`src/rtl/hazard_unit.sv`:
```
// hazard_unit: pipeline stall/flush control for load-use, branch-on-load, mul/div occupancy and cache freezes
// Optional feature macro: HAZARD_PERF_EN builds the three stall performance counters.
// Ports:
//   clk, rst                      clock, synchronous active-high reset
//   RsD, RtD                      source registers of the instruction in D
//   WriteRegE, WriteRegM          destination registers in E and M
//   RegWriteE                     reserved, no effect on outputs
//   MemtoRegE, MemtoRegM          E/M instruction is a load
//   BranchD                       D holds a branch/jr resolving in D
//   MulDivE                       E holds a multi-cycle mul/div op
//   ICacheStall, DCacheStall      cache miss in progress
//   StallF..StallW                hold the stage register
//   FlushE, FlushM                load a bubble into the stage register
//   StallCntLU/MD/Mem             stall-cycle counters (zero unless HAZARD_PERF_EN)
module hazard_unit #(
   parameter int MD_LAT = 4
) (
   input  logic        clk,
   input  logic        rst,
   input  logic [4:0]  RsD,
   input  logic [4:0]  RtD,
   input  logic [4:0]  WriteRegE,
   input  logic [4:0]  WriteRegM,
   input  logic        RegWriteE,
   input  logic        MemtoRegE,
   input  logic        MemtoRegM,
   input  logic        BranchD,
   input  logic        MulDivE,
   input  logic        ICacheStall,
   input  logic        DCacheStall,
   output logic        StallF,
   output logic        StallD,
   output logic        StallE,
   output logic        StallM,
   output logic        StallW,
   output logic        FlushE,
   output logic        FlushM,
   output logic [31:0] StallCntLU,
   output logic [31:0] StallCntMD,
   output logic [31:0] StallCntMem
);
   typedef enum logic {RUN, MD_BUSY} stateT;
   stateT state, stateNext;
   logic [7:0] cnt, cntNext;
   logic lwHit, brHit, mem, mdStall, hz, unusedRegWriteE;
   assign unusedRegWriteE = RegWriteE;
   always_ff @(posedge clk) begin
      if (rst) begin
         state <= RUN;
         cnt <= '0;
      end else begin
         state <= stateNext;
         cnt <= cntNext;
      end
   end
   always_comb begin
      lwHit = MemtoRegE && WriteRegE != 5'd0 && (WriteRegE == RsD || WriteRegE == RtD);
      brHit = BranchD && MemtoRegM && WriteRegM != 5'd0 && (WriteRegM == RsD || WriteRegM == RtD);
      mem = ICacheStall || DCacheStall;
      mdStall = (state == RUN && MulDivE) || (state == MD_BUSY && cnt > 8'd1);
      hz = lwHit || brHit;
      stateNext = state;
      cntNext = cnt;
      // the divider keeps counting through a freeze; only the final release waits for mem to drop
      if (state == RUN) begin
         if (MulDivE && !mem) begin
            stateNext = MD_BUSY;
            cntNext = 8'(MD_LAT - 1);
         end
      end else if (cnt > 8'd1)
         cntNext = cnt - 8'd1;
      else if (!mem) begin
         stateNext = RUN;
         cntNext = '0;
      end
   end
   assign StallF = mem || mdStall || hz;
   assign StallD = StallF;
   assign StallE = mem || mdStall;
   assign StallM = mem;
   assign StallW = mem;
   assign FlushE = !mem && !mdStall && hz;
   assign FlushM = !mem && mdStall;
`ifdef HAZARD_PERF_EN
   logic [31:0] cntLU, cntMD, cntMem;
   always_ff @(posedge clk) begin
      if (rst) begin
         cntLU <= '0;
         cntMD <= '0;
         cntMem <= '0;
      end else begin
         cntLU <= cntLU + 32'(FlushE);
         cntMD <= cntMD + 32'(FlushM);
         cntMem <= cntMem + 32'(mem);
      end
   end
   assign StallCntLU = cntLU;
   assign StallCntMD = cntMD;
   assign StallCntMem = cntMem;
`else
   assign StallCntLU = '0;
   assign StallCntMD = '0;
   assign StallCntMem = '0;
`endif
endmodule

```
`config.mk`:
```
export PLATFORM = sky130hd
export DESIGN_NAME = hazard_unit
export DESIGN_NICKNAME = d
export VERILOG_FILES = /design/src/rtl/hazard_unit.sv
export SDC_FILE = /design/constraint.sdc
export NUM_CORES = 1
export LEC_CHECK = 0
export CAP_MARGIN = 15
export CORE_MARGIN = 3
export CORE_UTILIZATION = 32
export DETAILED_ROUTE_END_ITERATION = 12
export PLACE_DENSITY = 0.77
export SYNTH_ARGS = -nofsm -noshare
export SYNTH_HDL_FRONTEND = slang
export SYNTH_SLANG_ARGS = --single-unit
export TNS_END_PERCENT = 1
```
`constraint.sdc`:
```
create_clock -name clk -period 2.79 [get_ports clk]
set_clock_uncertainty 0.15 [all_clocks]
set_input_delay 0.558 -clock clk [delete_from_list [all_inputs] [get_ports clk]]
set_output_delay 0.558 -clock clk [all_outputs]
set_load 0.02 [all_outputs]
```
==> out/qor.yml <==
drive_above_1_share_pct: 12.4
multi_input_area_um2: 976
dieHeight_um: 75.2
synth-seq-area-share_pct: 11.7
leakage_nw: 0.831
synthDistinctLibCells: 28
dp_slack_ns: -0.417
worst_slew_pin_slew_ns: 0.534
drc: 0
report.final.slew_viol_count: 0
final.setup.worst_slack_ns: 0.0786
drtIter0Drc: 12
wire_per_inst_um: 9.95
grt_max_degree: 7
core_area_mm2: 0.00450
yosysWarningCount: 0
post-dp-hpwl_mm: 2.64
final_net_count: 281
synthesis.instances: 199
required_ns: 2.08
netlist_area_mm2: 0.00153
post_dp_cell_area_mm2: 0.00167
final_common_cell: "sky130_fd_sc_hd__conb_1"
synthesis.area_per_instance_um2: 7.71
setup_crit_path_kind: "in2out"
mostFrequentLayoutCells: "sky130_fd_sc_hd__conb_1 (96), sky130_fd_sc_hd__clkdlybuf4s50_1 (26), sky130_fd_sc_hd__xnor2_1 (25), sky130_fd_sc_hd__buf_4 (15), sky130_fd_sc_hd__nor2_1 (12)"
startpoint_type_of_the_worst_setup_path: "input pin"
setup-violations-final: 0
antenna_found_initial: 0
clk-insertion-delay-late_ns: 0.23
fp.dieArea_mm2: 0.00566
synth_register_bits: 9
via_count_of_the_first_global_routing_pass: 894
start_util_pct: 34.1
power_per_cell_area_mw_per_mm2: 453
grt-ovfl-total: 0
area_delta_synth_final_pct: 12.7
cts.sink_count: 9
io_pins: 132
gp_congestion: 0.808
firstDrtPassIters: 4
post-route-period-util_pct: 97.2
htree_num_levels: 1
design_area_mm2: 0.00173
io_buffer_count: 34
placement_rows: 24
cts_max_path_buffers: 2
area.sequential_um2: 180
final_antenna_net_count: 0
hold_viol: 0
antennaDiodeCount: 0
viasPerCell: 3.68
post-route-min-period_ns: 2.71
maxCapViolations: 0
finalWirelength_mm: 2.99
wire_length_of_the_first_global_routing_pass_mm: 4.11
timing.fmax_mhz: 369
hold_buffers: 0
outcome: "completed"
grtUsageTotal_pct: 9.38
slew_headroom_pct: 64.1
setup.worst_path.end_class: "primary output"
hold_path_class: "reg2reg"
cts_made_buffers: 3
clk_pin_slew_worst_paths_ns: 0.04
fill_cells: 475
chip_width_um: 75.2
num_vias: 1107
vdd_ir_drop_max_mv: 0.195
timing.critical_path.arrival_ns: 2.00
clock_tree_from_tritoncts: "yes"
clockRootBuffer: "sky130_fd_sc_hd__clkbuf_8"
fin_tns_setup_ns: 0
timing.critical_path.fanout_max: 3
## registers in the layout, summed over array words and instances, names as in the netlist
name   flops
state      1
cnt        8
## worst max-delay path: stages
cell and delay [ns]:
sky130_fd_sc_hd__clkdlybuf4s50_1 0.54, sky130_fd_sc_hd__xnor2_1 0.15, sky130_fd_sc_hd__nand3_1 0.09, sky130_fd_sc_hd__o22ai_1 0.21, sky130_fd_sc_hd__a32oi_2 0.15, sky130_fd_sc_hd__nor2_1 0.13
sky130_fd_sc_hd__buf_2 0.18
## metal layers
metal	global-route usage [%]	share of wire (%)
met2	18.4	56
met4	2.91	1.8
met3	1.34	7.7
met1	10.2	34
met5	0	0
## per-stage QoR
step / hold slack [ns] / power (mW) / util [%] / instances
3_5_place_dp: 0.352 / 0.631 / 37.1 / 297
3_3_place_gp: 0.347 / 0.622 / 37.1 / 297
4_1_cts: 0.358 / 0.787 / 38.1 / 301
5_1_grt: 0.383 / 0.845 / 38.4 / 301
6_report: 0.357 / 0.784 / 38.4 / 301
2_1_floorplan: 0.315 / 0.590 / - / 294
## cell families (layout without fill, tap and decap cells)
logic type	count (synthesis)	after routing	share of synthesized area [%]
AO/OA/AOI/OAI	16	16	6.52
XOR/XNOR	25	25	14.3
adder cells (fa/ha/maj)	2	2	1.63
buffers and inverters	101	56	48.7
flip-flops	9	9	11.7
multiplexers	1	1	0.653
other	1	96	0.244
AND/OR/NAND/NOR	44	44	16.2
## synth_stat cells
cell type	count	area share [%]
sky130_fd_sc_hd__and2_1	1	0.41
sky130_fd_sc_hd__nor3b_1	1	0.49
sky130_fd_sc_hd__nor4_2	1	0.82
sky130_fd_sc_hd__xnor2_1	25	14
sky130_fd_sc_hd__nor2_1	12	2.9
sky130_fd_sc_hd__nand2b_1	1	0.41
sky130_fd_sc_hd__nand3_1	4	1.3
sky130_fd_sc_hd__a21oi_1	4	1.3
sky130_fd_sc_hd__nor4b_4	1	1.5
sky130_fd_sc_hd__o22ai_1	2	0.82
sky130_fd_sc_hd__inv_1	3	0.73
sky130_fd_sc_hd__mux2i_1	1	0.65
sky130_fd_sc_hd__or3_1	4	1.6
sky130_fd_sc_hd__buf_4	98	48
sky130_fd_sc_hd__o21ai_0	5	1.6
sky130_fd_sc_hd__o311a_1	1	0.65
sky130_fd_sc_hd__nand2_1	8	2.0
sky130_fd_sc_hd__nor2_2	1	0.41
sky130_fd_sc_hd__or3_4	2	1.5
sky130_fd_sc_hd__o21ai_1	1	0.33
sky130_fd_sc_hd__or3b_2	1	0.57
sky130_fd_sc_hd__ha_1	2	1.6
sky130_fd_sc_hd__a211oi_1	1	0.49
sky130_fd_sc_hd__dfxtp_1	9	12
sky130_fd_sc_hd__o21bai_2	1	0.73
sky130_fd_sc_hd__nor3_1	7	2.3
sky130_fd_sc_hd__a32oi_1	1	0.57
sky130_fd_sc_hd__conb_1	1	0.24
## final timing paths
kind | from | endpoint | slack [ns] | cells past startpoint
setup / recovery | WriteRegE[2] | FlushE | 0.08 | 7
hold / removal | cnt[4]$_SDFFE_PP0P_ | cnt[4]$_SDFFE_PP0P_ | 0.36 | 2
setup reg to reg | cnt[1]$_SDFFE_PP0P_ | cnt[6]$_SDFFE_PP0P_ | 0.68 | 8
hold reg to reg | cnt[4]$_SDFFE_PP0P_ | cnt[4]$_SDFFE_PP0P_ | 0.36 | 2
## cell type report
cell class	instances	share of cell area (%)
Clock buffer	4	2.60
Tap cell	52	3.76
Sequential cell	9	10.4
Timing Repair Buffer	49	26.1
Multi-Input combinational cell	184	56.4
Inverter	3	0.651
## power breakdown
group | total [mW] | internal, mW | switching (mW)
combinational | 0.467 | 0.195 | 0.271
sequential | 0.165 | 0.148 | 0.0168
clock | 0.152 | 0.0997 | 0.0528
total | 0.784 | 0.443 | 0.341
## timing repair
| action | in CTS | in global routing |
|---|---|---|
| setup endpoints to repair | 5 | 4 |
| buffers inserted | 0 | 0 |
| pin swaps | 0 | 3 |
| resized for setup | 9 | 17 |
Power figures use the tool's default switching activity.
